## src/rtl/array_sweep_pkg.sv

```systemverilog
// Shared types and default geometry for the array sweep scheduler.
package array_sweep_pkg;

    localparam int DEPTH_DEF = 128;
    localparam int WIDTH_DEF = 32;
    localparam int AW_DEF    = 7;

    // Engine states: idle, bulk clear, and the two halves of one read-modify-write.
    typedef enum logic [1:0] {
        IDLE   = 2'd0,
        CLR    = 2'd1,
        SWP_RD = 2'd2,
        SWP_WR = 2'd3
    } sweep_state_e;

endpackage

```

## src/rtl/array_sweep_arb.sv

```systemverilog
// Host-versus-sweep arbitration for the shared memory port.
// The host may only take a slot that would otherwise be a sweep read, so a
// sweep entry's read and write are never split. After the host wins a slot
// during a sweep, it must wait until at least one sweep entry completes.
module array_sweep_arb
    import array_sweep_pkg::*;
(
    input  logic         clock,
    input  logic         resetn,
    input  sweep_state_e state,
    input  logic         hreq,
    output logic         hgnt
);

    logic fair_q, fair_d;

    // Grant decision: always in IDLE, in a sweep read slot only if the host did not just win one.
    always_comb begin
        hgnt = resetn & hreq & ((state == IDLE) | ((state == SWP_RD) & ~fair_q));
    end

    // Fairness flag: set by a grant inside the sweep, cleared once an entry write lands or the engine is idle.
    always_comb begin
        fair_d = fair_q;
        if (state == IDLE || state == SWP_WR) begin
            fair_d = 1'b0;
        end else if (hgnt) begin
            fair_d = 1'b1;
        end
    end

    // Fairness flag register.
    always_ff @(posedge clock or negedge resetn) begin
        if (!resetn) begin
            fair_q <= 1'b0;
        end else begin
            fair_q <= fair_d;
        end
    end

endmodule

```

## src/rtl/array_sweep_scheduler.sv

```systemverilog
// Sole master of a single-port synchronous memory. Runs either a bulk clear
// (zero every entry) or an increment sweep (entry += 1, one read-modify-write
// per entry) and lets a host port borrow sweep read slots.
module array_sweep_scheduler
    import array_sweep_pkg::*;
#(
    parameter int DEPTH = DEPTH_DEF,
    parameter int WIDTH = WIDTH_DEF,
    parameter int AW    = AW_DEF
) (
    input  logic             clock,
    input  logic             resetn,
    input  logic             start,
    input  logic             clear,
    output logic             busy,
    output logic             done,
    input  logic             hreq,
    input  logic             hwe,
    input  logic [AW-1:0]    haddr,
    input  logic [WIDTH-1:0] hwdata,
    output logic             hgnt,
    output logic             hvalid,
    output logic [WIDTH-1:0] hrdata,
    output logic             mem_en,
    output logic             mem_we,
    output logic [AW-1:0]    mem_addr,
    output logic [WIDTH-1:0] mem_wdata,
    input  logic [WIDTH-1:0] mem_rdata
);

    localparam logic [AW-1:0] LAST = AW'(DEPTH - 1);

    sweep_state_e   state_q, state_d;
    logic [AW-1:0]  addr_q, addr_d;
    logic           done_q, done_d;
    logic           hvalid_q, hvalid_d;
    logic           host_gnt;

    array_sweep_arb u_arb (
        .clock  (clock),
        .resetn (resetn),
        .state  (state_q),
        .hreq   (hreq),
        .hgnt   (host_gnt)
    );

    // State and entry address register; reset abandons any sweep or clear in flight.
    always_ff @(posedge clock or negedge resetn) begin
        if (!resetn) begin
            state_q <= IDLE;
            addr_q  <= '0;
        end else begin
            state_q <= state_d;
            addr_q  <= addr_d;
        end
    end

    // Next state: clear beats start in IDLE; both are ignored outside IDLE.
    always_comb begin
        state_d = state_q;
        addr_d  = addr_q;
        done_d  = 1'b0;
        case (state_q)
            IDLE: begin
                if (clear) begin
                    state_d = CLR;
                    addr_d  = '0;
                end else if (start) begin
                    state_d = SWP_RD;
                    addr_d  = '0;
                end
            end
            CLR: begin
                if (addr_q == LAST) begin
                    state_d = IDLE;
                    addr_d  = '0;
                    done_d  = 1'b1;
                end else begin
                    addr_d = addr_q + AW'(1);
                end
            end
            SWP_RD: begin
                // A host grant takes this slot; the sweep read is retried next cycle.
                if (!host_gnt) begin
                    state_d = SWP_WR;
                end
            end
            SWP_WR: begin
                if (addr_q == LAST) begin
                    state_d = IDLE;
                    addr_d  = '0;
                    done_d  = 1'b1;
                end else begin
                    state_d = SWP_RD;
                    addr_d  = addr_q + AW'(1);
                end
            end
            default: begin
                state_d = IDLE;
                addr_d  = '0;
            end
        endcase
    end

    // Host read data is valid the cycle after its grant.
    always_comb begin
        hvalid_d = host_gnt & ~hwe;
    end

    // Completion pulse and host read-valid registers.
    always_ff @(posedge clock or negedge resetn) begin
        if (!resetn) begin
            done_q   <= 1'b0;
            hvalid_q <= 1'b0;
        end else begin
            done_q   <= done_d;
            hvalid_q <= hvalid_d;
        end
    end

    // Memory port drive: host access when granted, otherwise the engine's own access.
    always_comb begin
        mem_en    = 1'b0;
        mem_we    = 1'b0;
        mem_addr  = '0;
        mem_wdata = '0;
        case (state_q)
            IDLE, SWP_RD: begin
                if (host_gnt) begin
                    mem_en    = 1'b1;
                    mem_we    = hwe;
                    mem_addr  = haddr;
                    mem_wdata = hwe ? hwdata : '0;
                end else if (state_q == SWP_RD) begin
                    mem_en   = 1'b1;
                    mem_addr = addr_q;
                end
            end
            CLR: begin
                mem_en   = 1'b1;
                mem_we   = 1'b1;
                mem_addr = addr_q;
            end
            SWP_WR: begin
                // Increment wraps at WIDTH bits.
                mem_en    = 1'b1;
                mem_we    = 1'b1;
                mem_addr  = addr_q;
                mem_wdata = mem_rdata + WIDTH'(1);
            end
            default: begin
                mem_en = 1'b0;
            end
        endcase
    end

    assign busy   = (state_q != IDLE);
    assign done   = done_q;
    assign hgnt   = host_gnt;
    assign hvalid = hvalid_q;
    assign hrdata = hvalid_q ? mem_rdata : '0;

endmodule

```

## config.mk

```make
export PLATFORM = sky130hd
export DESIGN_NAME = array_sweep_scheduler
export DESIGN_NICKNAME = d
export VERILOG_FILES = /design/src/rtl/array_sweep_pkg.sv /design/src/rtl/array_sweep_arb.sv /design/src/rtl/array_sweep_scheduler.sv
export SDC_FILE = /design/constraint.sdc
export NUM_CORES = 1
export LEC_CHECK = 0
export ABC_AREA = 0
export CAP_MARGIN = 30
export CORE_AREA = 4 4 82 92
export DETAILED_ROUTE_END_ITERATION = 10
export DIE_AREA = 0 0 86 96
export PLACE_DENSITY = 0.89
export SLEW_MARGIN = 15
export SYNTH_ARGS = -nofsm -noshare
export SYNTH_HDL_FRONTEND = slang
export SYNTH_SLANG_ARGS = --single-unit
```

## constraint.sdc

```tcl
create_clock -name clock -period 2.15 [get_ports clock]
set_input_delay 0.43 -clock clock [delete_from_list [all_inputs] [get_ports clock]]
set_output_delay 0.43 -clock clock [all_outputs]
set_load 0.02 [all_outputs]
```

# Word level (Yosys, flattened, before mapping)
# Cells that the tools add are included.
# word_totals
register_bits	12
inputBits	77
out_inout_bits	77
# op_classes
n_addsub	2
eq_ne	7
mux	26
bitwise	7
reduce_logical	9
# ops
cell	count
2-to-1 mux 32 bit	3
one-hot mux 32 bit (2 select lines)	1
2-to-1 mux 7 bit	5
adder 32 x 1 -> 32 bit (second input constant)	1
one-hot mux 7 bit (2 select lines)	2
2-to-1 mux 2 bit	5
one-hot mux 2 bit (4 select lines)	1
adder 7 x 1 -> 7 bit (second input constant)	1
== test 7 bit (second input constant)	1
2-to-1 mux 1 bit	7
nonzero test 2 bit	3
bitwise AND 1 bit	4
== test 2 bit (second input constant)	2
!= test 2 bit (second input constant)	2
one-hot mux 1 bit (2 select lines)	2
OR reduction 2 bit	2
!= test 3 bit (second input constant)	1
AND reduction 3 bit	1
== test 2 x 1 -> 1 bit (second input constant)	1
logical NOT 2 bit	1
inverter 1 bit	2
AND reduction 2 bit	1
logical OR 1 bit	1
bitwise OR 1 bit	1

# Longest topological paths before layout
# Gate-level depths: netlist (run 1).
# logic_depth
word_depth	6
ltp_mapped	8
ltp_nobuf	7

# Modules after synthesis
# A second synthesis (run 1) with hierarchy kept.
# unflattened
cells_unflattened	295
hier_area_um2	2003.2
# by_module_without_submodules
module	n_inst	cells_per_inst	area_each_um2
array_sweep_scheduler	1	286	1911.8
array_sweep_arb	1	9	91.3

# Worst setup path after synthesis (run 1)
# No wires, ideal clock.
# synth_path
path_kind	register to output
startpoint	register state_q[0]
endpoint	output mem_wdata[14]
t_arrival_ns	1.825
path_slack_ns	-0.105
stages_incl_launch_ff	9
path_buffers	2
path_cell_list	dfrtp_1 inv_1 ha_1 a21oi_2 nor3b_4 nor2b_1 buf_4 buf_6 o2bb2ai_1
# synth_via
elab_chain_len	6
elab_cells_between_ends	9
classes_between	eq/ne (2); mux (2); bitwise (3); reduce/logical (2)
# synth_rtl
element	line	text
start, declared	array_sweep_scheduler.sv:33	sweep_state_e state_q, state_d;
start signal, assigned	array_sweep_scheduler.sv:53	state_q <= state_d;
== test 2 bit	array_sweep_arb.sv:19, array_sweep_scheduler.sv:127	
bitwise AND 1 bit	array_sweep_arb.sv:19	hgnt = resetn & hreq & ((state == IDLE) | ((state == SWP_RD) & ~fair_q));
bitwise OR 1 bit	array_sweep_arb.sv:19	
bitwise AND 1 bit	array_sweep_arb.sv:19	
2-to-1 mux 32 bit	array_sweep_scheduler.sv:129	if (host_gnt) begin
one-hot mux 32 bit (2 select lines) *	array_sweep_scheduler.sv:127	case (state_q)
end, declared	array_sweep_scheduler.sv:27	output logic [WIDTH-1:0] mem_wdata,
# Every way passes the cells marked *; elsewhere a longest branch is shown, timed or not.

# Worst setup path after layout (run 1)
# layout_path
startpoint	register state_q[0]
endpoint	output mem_wdata[28]
# Same word-level chain as after synthesis.

==> results of run 1 <==
-- cells in the final DEF, fill, tap and decap left out, types with 3 or more instances in the layout --
master,instances
ha_4,4
o2bb2ai_2,15
a22o_1,7
nand2_1,11
inv_2,3
nand4_1,8
clkdlybuf4s50_1,76
buf_12,4
and3_1,5
nor4_4,3
ha_1,3
nor2_1,18
and4_4,3
and2_1,31
dlygate4sd2_1,13
nand2_2,3
buf_4,70
clkbuf_8,3
inv_1,3
nand3_1,13
o2bb2ai_4,9
xnor2_1,11
a21oi_1,4
dfrtp_1,12
dlymetal6s2s_1,3
clkdlybuf4s15_2,8
xor2_1,17
xor2_2,4
clkbuf_2,3
buf_6,48
o21ai_0,6
a22oi_2,6
-- power groups by stage --
stage                     sequential [mW]  combinational [mW]  clock, mW
after floorplan                     0.230              0.0492          0
after global placement              0.230               0.276          0
after detailed placement            0.230               0.282          0
after CTS                           0.226               0.298      0.205
after global routing                0.226               0.333      0.216
final                               0.226               0.317      0.205
-- registers in the layout, indices dropped and copies added (netlist names) --
name          flops
done              1
hvalid            1
addr_q            7
u_arb.fair_q      1
state_q           2
-- final cells by class --
cell class / instances / share of cell area
Timing Repair Buffer: 232 / 0.467
Multi-Input combinational cell: 223 / 0.435
Sequential cell: 12 / 0.0620
Tap cell: 82 / 0.0212
Clock buffer: 3 / 0.00852
Inverter: 6 / 0.00465
Antenna cell: 2 / 0.00103
-- layer usage --
layer	vias up	GRT usage	share of wire
li1	1381	-	-
met2	178	0.488	0.55
met1	1454	0.245	0.33
met3	42	0.0437	0.083
met5	-	0	0
met4	0	0.123	0.040
-- worst paths after layout --
check,end,slack (ps),cells past startpoint
worst max-delay path,mem_wdata[28],-280,9
worst min-delay path,addr_q[6]$_DFFE_PN0P_,270,2
worst max register to register,addr_q[5]$_DFFE_PN0P_,100,9
worst min register to register,u_arb.fair_q$_DFFE_PN0P_,500,1
max in group asynchronous,addr_q[4]$_DFFE_PN0P_,1720,2
min in group clock,u_arb.fair_q$_DFFE_PN0P_,500,1
-- cells by family after synthesis --
family | count (synthesis) | synth area share
DFF | 12 | 0.145
buffers and inverters | 19 | 0.0513
adders and majority gates | 8 | 0.0483
muxes | 3 | 0.0151
AOI/OAI and AO/OA | 58 | 0.251
and+or+nand+nor | 122 | 0.354
xor gates and xnor gates | 32 | 0.135
-- stage by stage --
stage / worst slack, ps / hold WS, ps
6_report: -276 / 274
5_1_grt: -333 / 304
4_1_cts: -251 / 282
3_5_place_dp: -1080 / 490
3_3_place_gp: -989 / 485
2_1_floorplan: -18.0 / 134
-- what timing repair did --
action / 4_1_cts / 5_1_grt
endpoints found under the setup margin: 69 / 45
pin swaps: 28 / 19
resized for setup: 355 / 51
gates cloned: 5 / 0
hold buffers: 0 / 0
buffers inserted: 13 / 9
==> out/metrics.yaml, run 1 <==
clockRootBuffer: "clkbuf_8"
slowest_delay_ps: 390
power_uw: 748
instances_no_fill: 560
slew-limit-headroom: 0.708
htreeDepth: 1
critical_path_class: "reg2out"
postRouteAntennaNets: 0
ys_warn_count: 0
hp-class: "in2async"
drv_cap: 0
port_buffers: 153
p_leak_nw: 1.98
final_max_slew_viol_count: 0
coreArea_um2: 6560
powerDensity_nw_per_um2: 154
via_count: 3055
viasPerCell: 5.46
synth_common_cells: "and2_1, xor2_1, nor2_1"
die_h_um: 96
path_max_fanout: 6
power_frac_clock: 0.274
synth_cell_types: 48
drt_iter0_markers: 136
combPwrFrac: 0.424
p_sw_frac: 0.291
fin_crit_ps: 2430
timing.final.crit_share: 1.13
irDropWorstVdd_mv: 0.236
rsz0062_at_grt: "yes"
cp_top_family: "buffers and inverters"
setup.worst_path.end_class: "primary output"
timing.rr.start: "state_q[0]$_DFFE_PN0P_"
initial_core_util: 0.316
internal-power_uw: 530
nFillCells: 449
worst_slack_ps: -276
ff_latch_area_um2: 300
yosysMostFrequentCell: "and2_1"
hold_violations: 0
area_delta_synth_final_pct: 134
path_cells: "inv_2 > ha_4 > a21oi_4 > nor3b_4 > nor2b_4 > buf_12 > buf_16 > o2bb2ai_4 > buf_6"
cp.required_ps: 1720
drive_gt1_frac: 0.456
multi_input_comb_area_um2: 2110
clock_skew_ps: 3.65
seq_area_frac_synth: 0.145
postSynthAreaPerCell_um2: 8.16
drc: 0
dp_cells: 531
first_pass_iters: 6
clkSinkCount: 12
num_rows: 31
num-nets-final: 563
final_util: 0.739
synth_fp_nets: 339
gp_congestion: 0.883
yosysTopAreaCellShare: 0.145
seq_power_share: 0.303
clk_latency_ps: 240
grt_pass1_wl_um: 16200
wl_um: 11000
clk_pin_slew_worst_paths_ps: 50
yosys.area.top_type: "dfrtp_1"
clockBufferDepth: 2
design_area_um2: 4840
ys.flop_type: "dfrtp_1"
path_buf_inv: 4
start_kind: "register"
grt_max_degree: 34
place_area_um2: 4150
violations: "setup timing"
gr-usage-all-layers: 0.247
synthTopCellsByArea: "dfrtp_1, and2_1, xor2_1"
place.detailed.hpwl_um: 7440
setup_viol: 39
dieArea_um2: 8260
tightest_slew_ps: 431
status: "finished, violations left"
gr-total-overflow: 0
cts_made_buffers: 3
crit_start: "state_q[0]$_DFFE_PN0P_"
antenna_found_initial: 0
synthCells: 254
cts_tree: "done"
synth-edff-count: 0
fmax_mhz: 412
async_flop_share: 1.00
fin_tns_setup_ps: -6830
grt_pass1_vias: 3223
syn_area_um2: 2070
p_sw_uw: 218
fp.dieW_um: 86
ys_ff_latch: 12
cp.arrival_ps: 2000
wire_per_inst_um: 19.6
ioPinCount: 154
critPathSlowestCell: "dfrtp_1"
Note: power is estimated with default switching activity, not from simulation.
==> run 2: changes to the inputs <==
--- a/config.mk
+++ b/config.mk
@@ -10,6 +10,7 @@
 export CORE_AREA = 4 4 82 92
 export DETAILED_ROUTE_END_ITERATION = 10
 export DIE_AREA = 0 0 86 96
+export GPL_TIMING_DRIVEN = 0
 export PLACE_DENSITY = 0.89
 export SLEW_MARGIN = 15
 export SYNTH_ARGS = -nofsm -noshare
==> run 2 against run 1 <==
  * The flow still finishes with violations (setup timing)
  * Utilization down 1.8 points
  * Critical path depth unchanged
  * Flip-flop and latch count did not move
  * Final area is 2.4% lower
  * Highest routed layer unchanged
==> out/metrics.yaml, run 2 (synthesized netlist as in run 1, its figures left out) <==
slowest_delay_ps: 410
cts_made_buffers: 3
fp.dieW_um: 86
use_met1: 0.235
wl_um: 11300
dieArea_um2: 8260
final_common_cell: "buf_4"
clock_skew_ps: 3.59
antenna_found_initial: 0
hp-class: "in2async"
place.detailed.hpwl_um: 6820
grt_pass1_vias: 2929
reg_top3: "addr_q: 7 flops, state_q: 2 flops"
worst_slack_ps: -272
clkSinkCount: 12
area_delta_synth_final_pct: 128
busiest_layer: "met2"
coreArea_um2: 6560
p_sw_uw: 219
gp_congestion: 0.875
first_pass_iters: 6
wire_per_inst_um: 20.6
drv_cap: 0
fin_tns_setup_ps: -8400
fin_crit_ps: 2420
drc: 0
nFillCells: 444
rrSetupSlack_ps: 140
p_leak_nw: 2.33
gr-total-overflow: 0
rsz0062_at_grt: "yes"
num_rows: 31
final_cell_mix: "buf_4, clkdlybuf4s50_1, buf_6"
start_kind: "register"
critical_path_class: "reg2out"
place_area_um2: 3780
combPwrFrac: 0.372
clockBufferDepth: 2
design_area_um2: 4730
clockRootBuffer: "clkbuf_8"
cp.required_ps: 1720
grt_max_degree: 14
status: "finished, violations left"
powerDensity_nw_per_um2: 161
irDropWorstVdd_mv: 0.384
power_frac_clock: 0.330
via_count: 2999
use_met2: 0.438
setup.worst_path.end_class: "primary output"
rr_worst_depth: 8
internal-power_uw: 540
path_cells: "buf_4 > ha_4 > a21oi_4 > nor3b_4 > nor2b_2 > buf_6 > buf_12 > o2bb2ai_2 > buf_6"
clk_pin_slew_worst_paths_ps: 50
tightest_slew_ps: 448
violations: "setup timing"
final_max_slew_viol_count: 0
postRouteAntennaNets: 0
timing.final.crit_share: 1.13
port_buffers: 153
grt_pass1_wl_um: 14800
top_register: "addr_q"
path_max_fanout: 7
final_util: 0.721
seq_power_share: 0.298
die_h_um: 96
ioPinCount: 154
met3_usage: 0.0334
setup_viol: 40
cp.arrival_ps: 1990
viasPerCell: 5.48
drive_gt1_frac: 0.454
num-nets-final: 551
drt_iter0_markers: 117
cts_tree: "done"
slew-limit-headroom: 0.697
gr-usage-all-layers: 0.223
p_sw_frac: 0.288
hold_violations: 0
whs_ps: 74.2
largest_reg_flops: 7
crit_path_frequent_cell: "buf_6"
fmax_mhz: 413
htreeDepth: 1
critPathSlowestCell: "dfrtp_1"
antenna_cells: 0
clk_latency_ps: 250
initial_core_util: 0.316
holdBufCountCts: 0
[run 2: cell count changes in the layout (fill, tap and decap cells not counted), moves of 3 or more]
| cell | change |
|---|---|
| dlymetal6s2s_1 | +21 |
| clkdlybuf4s50_1 | -22 |
| clkdlybuf4s15_2 | -5 |
| buf_8 | +3 |
| buf_2 | +12 |
| buf_4 | -6 |
| dlygate4sd2_1 | -6 |
| buf_6 | -9 |
[run 2: through the flow]
step,total power [mW],worst slack (ps),cells
after floorplan,0.279,-18.0,254
after global placement,0.464,-1630,489
after detailed placement,0.467,-1700,489
after CTS,0.729,-242,528
after global routing,0.787,-328,547
final,0.759,-272,547
[run 2: worst max-delay path, delay by kind of cell (launching register included)]
family | cells | cell delay (ps)
adder cells (fa/ha/maj) | 1 | 150
flip-flops | 1 | 410
AND/OR/NAND/NOR | 2 | 360
buffers and inverters | 4 | 610
AO/OA/AOI/OAI | 2 | 210
[run 2: final cells by class]
class / instances / area, um2 / share of cell area
plain buffers: 11 / 140 / 0.0296
flip-flops and latches: 12 / 303 / 0.0641
repair buffers: 209 / 2020 / 0.426
well taps: 82 / 103 / 0.0217
inverters: 6 / 25.0 / 0.00529
clock buffers: 4 / 55.1 / 0.0116
multi-input cells: 223 / 2090 / 0.441
[run 2: power groups by stage]
stage	Combinational (mW)	Clock, mW	Sequential [mW]
6_report	0.282	0.251	0.226
5_1_grt	0.294	0.266	0.226
4_1_cts	0.253	0.251	0.226
3_5_place_dp	0.237	0	0.230
3_3_place_gp	0.234	0	0.230
2_1_floorplan	0.0492	0	0.230
[run 2: worst paths after layout]
path	startpoint	end
setup / recovery	state_q[1]$_DFFE_PN0P_	mem_wdata[20]
hold / removal	resetn	addr_q[6]$_DFFE_PN0P_
setup reg to reg	state_q[0]$_DFFE_PN0P_	addr_q[5]$_DFFE_PN0P_
hold reg to reg	u_arb.fair_q$_DFFE_PN0P_	u_arb.fair_q$_DFFE_PN0P_
max in group asynchronous	resetn	state_q[0]$_DFFE_PN0P_
min in group clock	u_arb.fair_q$_DFFE_PN0P_	u_arb.fair_q$_DFFE_PN0P_
[run 2: what timing repair did]
| action | CTS | global route |
|---|---|---|
| endpoints found under the setup margin | 74 | 71 |
| resized for setup | 410 | 65 |
| setup buffers | 36 | 17 |
| cloned | 1 | 2 |
| pin swaps | 24 | 16 |
[run 2: metal layers]
metal / up-vias / routed length (um)
li1: 1359 / -
met4: 0 / 326
met3: 27 / 870
met1: 1441 / 3970
met2: 172 / 6120
met5: - / 0
